File: config.mk
export PLATFORM = sky130hd
export DESIGN_NAME = multicycle_control_flat
export DESIGN_NICKNAME = d
export VERILOG_FILES = /design/src/rtl/multicycle_control_if.sv /design/src/rtl/multicycle_control.sv /design/src/flat_wrapper.sv
export SDC_FILE = /design/constraint.sdc
export NUM_CORES = 1
export LEC_CHECK = 0
export ABC_AREA = 1
export CAP_MARGIN = 10
export CORE_AREA = 2 2 39 41
export DETAILED_ROUTE_END_ITERATION = 16
export DIE_AREA = 0 0 41 43
export DONT_BUFFER_PORTS = 1
export GPL_TIMING_DRIVEN = 0
export PLACE_DENSITY = 0.66
export SYNTH_ARGS = -nofsm -noshare
export SYNTH_HDL_FRONTEND = slang
export SYNTH_SLANG_ARGS = --single-unit
export TNS_END_PERCENT = 20
File: constraint.sdc
create_clock -name clk -period 2.6 [get_ports clk]
set_input_delay 0.78 -clock clk [delete_from_list [all_inputs] [get_ports clk]]
set_output_delay 0.78 -clock clk [all_outputs]
set_load 0.1 [all_outputs]
File: src/rtl/multicycle_control_if.sv
// Control bundle between the multicycle main-control FSM and the MIPS-subset datapath.
// The control FSM is the master: it samples Opcode/Zero/MemReady and drives every strobe.
interface multicycle_control_if;
  logic [5:0] Opcode;
  logic       Zero;
  logic       MemReady;
  logic [2:0] ALUOp;
  logic       ALUSrcA;
  logic [1:0] ALUSrcB;
  logic       IorD;
  logic       MemRead;
  logic       MemWrite;
  logic       IRWrite;
  logic       PCWrite;
  logic       PCWriteBr;
  logic       RegWrite;
  logic       RegDst;
  logic       MemToReg;
  logic       InstrDone;
  logic       Illegal;
  logic [3:0] State;

  modport master (
    input  Opcode, Zero, MemReady,
    output ALUOp, ALUSrcA, ALUSrcB, IorD, MemRead, MemWrite, IRWrite, PCWrite,
           PCWriteBr, RegWrite, RegDst, MemToReg, InstrDone, Illegal, State
  );

  modport slave (
    output Opcode, Zero, MemReady,
    input  ALUOp, ALUSrcA, ALUSrcB, IorD, MemRead, MemWrite, IRWrite, PCWrite,
           PCWriteBr, RegWrite, RegDst, MemToReg, InstrDone, Illegal, State
  );
endinterface

File: src/rtl/multicycle_control.sv
// Multicycle main-control FSM: sequences fetch/decode/execute/memory/writeback,
// stalls on MemReady in the memory-access states and drives all datapath enables.
module multicycle_control (
  input  logic                 clk,
  input  logic                 reset,
  multicycle_control_if.master bus
);

  typedef enum logic [3:0] {
    FETCH     = 4'd0,
    DECODE    = 4'd1,
    MEM_ADDR  = 4'd2,
    MEM_READ  = 4'd3,
    MEM_WB    = 4'd4,
    MEM_WRITE = 4'd5,
    EXEC_R    = 4'd6,
    EXEC_I    = 4'd7,
    ALU_WB    = 4'd8,
    BRANCH    = 4'd9
  } state_t;

  localparam logic [5:0] OP_R    = 6'b000000;
  localparam logic [5:0] OP_ADDI = 6'b001000;
  localparam logic [5:0] OP_SLTI = 6'b001010;
  localparam logic [5:0] OP_ANDI = 6'b001100;
  localparam logic [5:0] OP_ORI  = 6'b001101;
  localparam logic [5:0] OP_LW   = 6'b100011;
  localparam logic [5:0] OP_SW   = 6'b101011;
  localparam logic [5:0] OP_BEQ  = 6'b000100;

  state_t state_reg, state_next;

  always_ff @(posedge clk or posedge reset) begin
    if (reset) state_reg <= FETCH;
    else       state_reg <= state_next;
  end

  assign bus.State = state_reg;

  always_comb begin
    state_next    = state_reg;
    bus.ALUOp     = 3'b001;
    bus.ALUSrcA   = 1'b0;
    bus.ALUSrcB   = 2'b00;
    bus.IorD      = 1'b0;
    bus.MemRead   = 1'b0;
    bus.MemWrite  = 1'b0;
    bus.IRWrite   = 1'b0;
    bus.PCWrite   = 1'b0;
    bus.PCWriteBr = 1'b0;
    bus.RegWrite  = 1'b0;
    bus.RegDst    = 1'b0;
    bus.MemToReg  = 1'b0;
    bus.InstrDone = 1'b0;
    bus.Illegal   = 1'b0;

    case (state_reg)
      FETCH: begin
        bus.MemRead = 1'b1;
        bus.ALUSrcB = 2'b01;
        // IR and PC load only in the cycle the memory actually returns the word
        if (bus.MemReady) begin
          bus.IRWrite = 1'b1;
          bus.PCWrite = 1'b1;
          state_next  = DECODE;
        end
      end
      DECODE: begin
        bus.ALUSrcB = 2'b10;
        case (bus.Opcode)
          OP_LW, OP_SW:                       state_next = MEM_ADDR;
          OP_R:                               state_next = EXEC_R;
          OP_ADDI, OP_SLTI, OP_ANDI, OP_ORI:  state_next = EXEC_I;
          OP_BEQ:                             state_next = BRANCH;
          default: begin
            bus.Illegal = 1'b1;
            state_next  = FETCH;
          end
        endcase
      end
      MEM_ADDR: begin
        bus.ALUSrcA = 1'b1;
        bus.ALUSrcB = 2'b10;
        state_next  = (bus.Opcode == OP_SW) ? MEM_WRITE : MEM_READ;
      end
      MEM_READ: begin
        bus.MemRead = 1'b1;
        bus.IorD    = 1'b1;
        if (bus.MemReady) state_next = MEM_WB;
      end
      MEM_WB: begin
        bus.RegWrite  = 1'b1;
        bus.MemToReg  = 1'b1;
        bus.InstrDone = 1'b1;
        state_next    = FETCH;
      end
      MEM_WRITE: begin
        bus.MemWrite = 1'b1;
        bus.IorD     = 1'b1;
        if (bus.MemReady) begin
          bus.InstrDone = 1'b1;
          state_next    = FETCH;
        end
      end
      EXEC_R: begin
        bus.ALUSrcA = 1'b1;
        bus.ALUOp   = 3'b111;
        state_next  = ALU_WB;
      end
      EXEC_I: begin
        bus.ALUSrcA = 1'b1;
        bus.ALUSrcB = 2'b10;
        case (bus.Opcode)
          OP_ADDI: bus.ALUOp = 3'b101;
          OP_SLTI: bus.ALUOp = 3'b100;
          OP_ANDI: begin bus.ALUOp = 3'b011; bus.ALUSrcB = 2'b11; end
          OP_ORI:  begin bus.ALUOp = 3'b010; bus.ALUSrcB = 2'b11; end
          default: bus.ALUOp = 3'b001;
        endcase
        state_next = ALU_WB;
      end
      ALU_WB: begin
        bus.RegWrite  = 1'b1;
        bus.RegDst    = (bus.Opcode == OP_R);
        bus.InstrDone = 1'b1;
        state_next    = FETCH;
      end
      BRANCH: begin
        bus.ALUSrcA   = 1'b1;
        bus.ALUOp     = 3'b000;
        bus.PCWriteBr = bus.Zero;
        bus.InstrDone = 1'b1;
        state_next    = FETCH;
      end
      default: state_next = FETCH;
    endcase
  end

endmodule

File: src/flat_wrapper.sv
// flat-port wrapper written by rule: the top's interface ports become plain ports
module multicycle_control_flat 
  (clk, reset, bus_Opcode, bus_Zero, bus_MemReady, bus_ALUOp, bus_ALUSrcA, bus_ALUSrcB, bus_IorD, bus_MemRead, bus_MemWrite, bus_IRWrite, bus_PCWrite, bus_PCWriteBr, bus_RegWrite, bus_RegDst, bus_MemToReg, bus_InstrDone, bus_Illegal, bus_State);
  multicycle_control_if bus_i ();
  input  logic clk;
  input  logic reset;
  input wire logic [$bits(bus_i.Opcode)-1:0] bus_Opcode;
  input wire logic [$bits(bus_i.Zero)-1:0] bus_Zero;
  input wire logic [$bits(bus_i.MemReady)-1:0] bus_MemReady;
  output wire logic [$bits(bus_i.ALUOp)-1:0] bus_ALUOp;
  output wire logic [$bits(bus_i.ALUSrcA)-1:0] bus_ALUSrcA;
  output wire logic [$bits(bus_i.ALUSrcB)-1:0] bus_ALUSrcB;
  output wire logic [$bits(bus_i.IorD)-1:0] bus_IorD;
  output wire logic [$bits(bus_i.MemRead)-1:0] bus_MemRead;
  output wire logic [$bits(bus_i.MemWrite)-1:0] bus_MemWrite;
  output wire logic [$bits(bus_i.IRWrite)-1:0] bus_IRWrite;
  output wire logic [$bits(bus_i.PCWrite)-1:0] bus_PCWrite;
  output wire logic [$bits(bus_i.PCWriteBr)-1:0] bus_PCWriteBr;
  output wire logic [$bits(bus_i.RegWrite)-1:0] bus_RegWrite;
  output wire logic [$bits(bus_i.RegDst)-1:0] bus_RegDst;
  output wire logic [$bits(bus_i.MemToReg)-1:0] bus_MemToReg;
  output wire logic [$bits(bus_i.InstrDone)-1:0] bus_InstrDone;
  output wire logic [$bits(bus_i.Illegal)-1:0] bus_Illegal;
  output wire logic [$bits(bus_i.State)-1:0] bus_State;
  assign bus_i.Opcode = bus_Opcode;
  assign bus_i.Zero = bus_Zero;
  assign bus_i.MemReady = bus_MemReady;
  assign bus_ALUOp = bus_i.ALUOp;
  assign bus_ALUSrcA = bus_i.ALUSrcA;
  assign bus_ALUSrcB = bus_i.ALUSrcB;
  assign bus_IorD = bus_i.IorD;
  assign bus_MemRead = bus_i.MemRead;
  assign bus_MemWrite = bus_i.MemWrite;
  assign bus_IRWrite = bus_i.IRWrite;
  assign bus_PCWrite = bus_i.PCWrite;
  assign bus_PCWriteBr = bus_i.PCWriteBr;
  assign bus_RegWrite = bus_i.RegWrite;
  assign bus_RegDst = bus_i.RegDst;
  assign bus_MemToReg = bus_i.MemToReg;
  assign bus_InstrDone = bus_i.InstrDone;
  assign bus_Illegal = bus_i.Illegal;
  assign bus_State = bus_i.State;
  multicycle_control u_core (.clk(clk), .reset(reset), .bus(bus_i));
endmodule
==> results of run 1 <==
## placed cells by master (no fill, tap or decap), types with 4 or more instances in the layout
cell type and instances:
nand2_1 17, inv_1 13, buf_4 12, inv_2 9, nor2_1 9, nor2_4 8
nand3_1 7, nand2_2 6, nand2_4 5, o21ai_1 4, nand3_2 4, dfrtp_4 4
## cell usage after synthesis
cell type and number:
buf_4 1, nand2_2 3, nand3_1 11, nor3_2 1, nor2_2 3, inv_2 9
dfrtp_1 4, o21ai_1 5, nor2_1 14, nand4_1 1, nor2_4 3, a21oi_1 3
inv_1 16, nand3b_1 1, nand2_1 25, a31oi_1 1
## worst paths after layout
path	startpoint	end	slack (ns)	cells past startpoint
max in group asynchronous	reset	u_core.bus.State[3]	2.12	1
min in group clk	bus_MemReady	u_core.bus.State[2]	0.82	3
max reg2reg	u_core.bus.State[2]	u_core.bus.State[0]	0.68	7
max	u_core.bus.State[0]	bus_ALUSrcB[1]	-0.34	7
min reg2reg	u_core.bus.State[1]	u_core.bus.State[1]	0.94	2
min	reset	u_core.bus.State[2]	0.31	1
## stage by stage
stage / TNS (ns) / setup slack, ns / instance area [um^2] / instances / hold WS, ns
floorplan: -1.49 / -0.211 / 591 / 101 / 0.546
global placement: -2.64 / -0.305 / 611 / 117 / 0.555
detailed placement: -2.76 / -0.332 / 611 / 117 / 0.559
CTS: -2.06 / -0.296 / 826 / 129 / 0.320
global route: -2.44 / -0.370 / 871 / 132 / 0.329
finish: -1.95 / -0.344 / 871 / 132 / 0.313
## routing by layer
| layer | track usage [%] | share of wire [%] | vias to the layer above |
|---|---|---|---|
| met5 | 0 | 0 | - |
| met3 | 1.57 | 6.3 | 3 |
| met1 | 23.8 | 39 | 304 |
| li1 | - | - | 333 |
| met4 | 7.33 | 1.6 | 0 |
| met2 | 34.1 | 53 | 30 |
## critical path: cells and delay by family, from the launching register on
family	cells	cell delay (ns)
buffers and inverters	5	0.59
flip-flops	1	0.69
AND/OR/NAND/NOR	2	0.65
## final cells by class
class / count / area share, %
flip-flops and latches: 4 / 13.2
clock buffers: 3 / 2.59
repair buffers: 12 / 10.3
inverters: 25 / 11.8
well taps: 16 / 2.30
multi-input cells: 71 / 57.5
plain buffers: 1 / 2.30
## logic make-up (layout without fill, tap and decap cells)
family                 after synthesis  count (layout)  share of synthesized area [%]
AO/OA/AOI/OAI                        9               9                           8.50
buffers and inverters               26              41                           18.6
AND/OR/NAND/NOR                     62              62                           54.5
flip-flops                           4               4                           18.4
## timing repair
item | 4_1_cts | 5_1_grt
endpoints found under the setup margin | 14 | 13
gates resized for setup | 30 | 7
gates cloned | 0 | 0
pin swaps | 6 | 2
setup buffers | 9 | 3
==> flow_summary.toml, run 1 <==
[setup_path]
path_cells = "inv_4 > buf_4 > buf_4 > buf_4 > buf_4 > nand3_1 > nand3_2"
critPathKind = "reg2out"
cp.required_ns = 1.82
slowest_delay_ns = 0.69
crit_slowest_cell = "dfrtp_4"
worst_setup_path_start_kind = "register"
crit_top_cell = "buf_4"
crit_arrival_ns = 2.16
endpoint_kind = "output port"
cp_max_fo = 6

[sta]
min_period_ns = 2.94
finalSetupViolCount = 8
fmax_mhz = 340
fin_ws_ns = -0.344
rsz0062_at_grt = "yes"
final-hold-violation-count = 0
final_max_slew_viol_count = 0
tightest_slew_ns = 1.01
fin_skew_ns = 0.00425
finalCritPeriodShare_pct = 113
maxSlewHeadroom_pct = 32.4

[placed_design]
dp_hpwl_um = 1150
port_buffers = 0
routabilityCongestion = 0.806

[final_layout]
largest_reg_flops = 4
regArea_um2 = 115
nNetsFinal = 128
fin_util_pct = 62.9
multi_input_area_um2 = 500
synthToLayoutAreaGrowth_pct = 60.0
layout-drive-gt1-share_pct = 54.3
diodes = 0
fillers = 122

[synthesis]
synth.cell_area_um2 = 544
synth_top_area_share_pct = 18.4
synth_area_leaders = "dfrtp_1 (18%), nand2_1 (17%), inv_1 (11%), nand3_1 (10%), nor2_1 (9.7%)"
synth_seq_cells = 4
synth.distinct_cells = 16
ys_seq_area_share_pct = 18.4
synth_largest_area_cell = "dfrtp_1"
synth.net_count = 111
syn_avg_cell_area_um2 = 5.39
synth_warnings = 0
syn_inst = 101

[clock_tree]
cts_root_buf = "clkbuf_4"
cts_buffers = 3
cts.clk_slew.worst_paths_ns = 0.04
htree_levels = 1
clkLatencyLatePin_ns = 0.23
tritoncts = "done"
clk_path_buf_depth = 2
clkSinkCount = 4
cts_hold_buf = 0

[drt]
num_vias = 670
wl_per_cell_um = 12.8
first_pass_iters = 4
wl_um = 1690
viasPerCell = 5.08
detail-route-antenna-nets = 0
drc = 0
drt_iter0_drc = 8

[floorplanning]
fp.dieW_um = 41
core_area_um2 = 1380
start_util_pct = 39.3
ios = 31
die_h_um = 43
row_count = 14
dieArea_um2 = 1760

[worst_hold_path]
hold_class = "in2async"

[status]
violations = "negative setup slack"
status = "finished, violations left"

[global_routing]
grt_max_degree = 8
grt_pass1_wl_um = 2490
grt_pass1_vias = 639
grt.overflow.total = 0
antenna_found_initial = 0
track_usage_pct = 19.8

[flow_run]
maxCapViolations = 0
Power of run 1 is left out: the tool's default activity adds up to more than one toggle a clock period on the data nets, which glitch-free logic cannot reach.
==> inputs of run 2 (changes only) <==
--- a/config.mk
+++ b/config.mk
@@ -6,7 +6,6 @@
 export NUM_CORES = 1
 export LEC_CHECK = 0
 export ABC_AREA = 1
-export CAP_MARGIN = 10
 export CORE_AREA = 2 2 39 41
 export DETAILED_ROUTE_END_ITERATION = 16
 export DIE_AREA = 0 0 41 43
==> results of run 2 <==
Final layout, timing and power as in run 1 (identical DEF).
Power of run 2 is left out for the same reason.
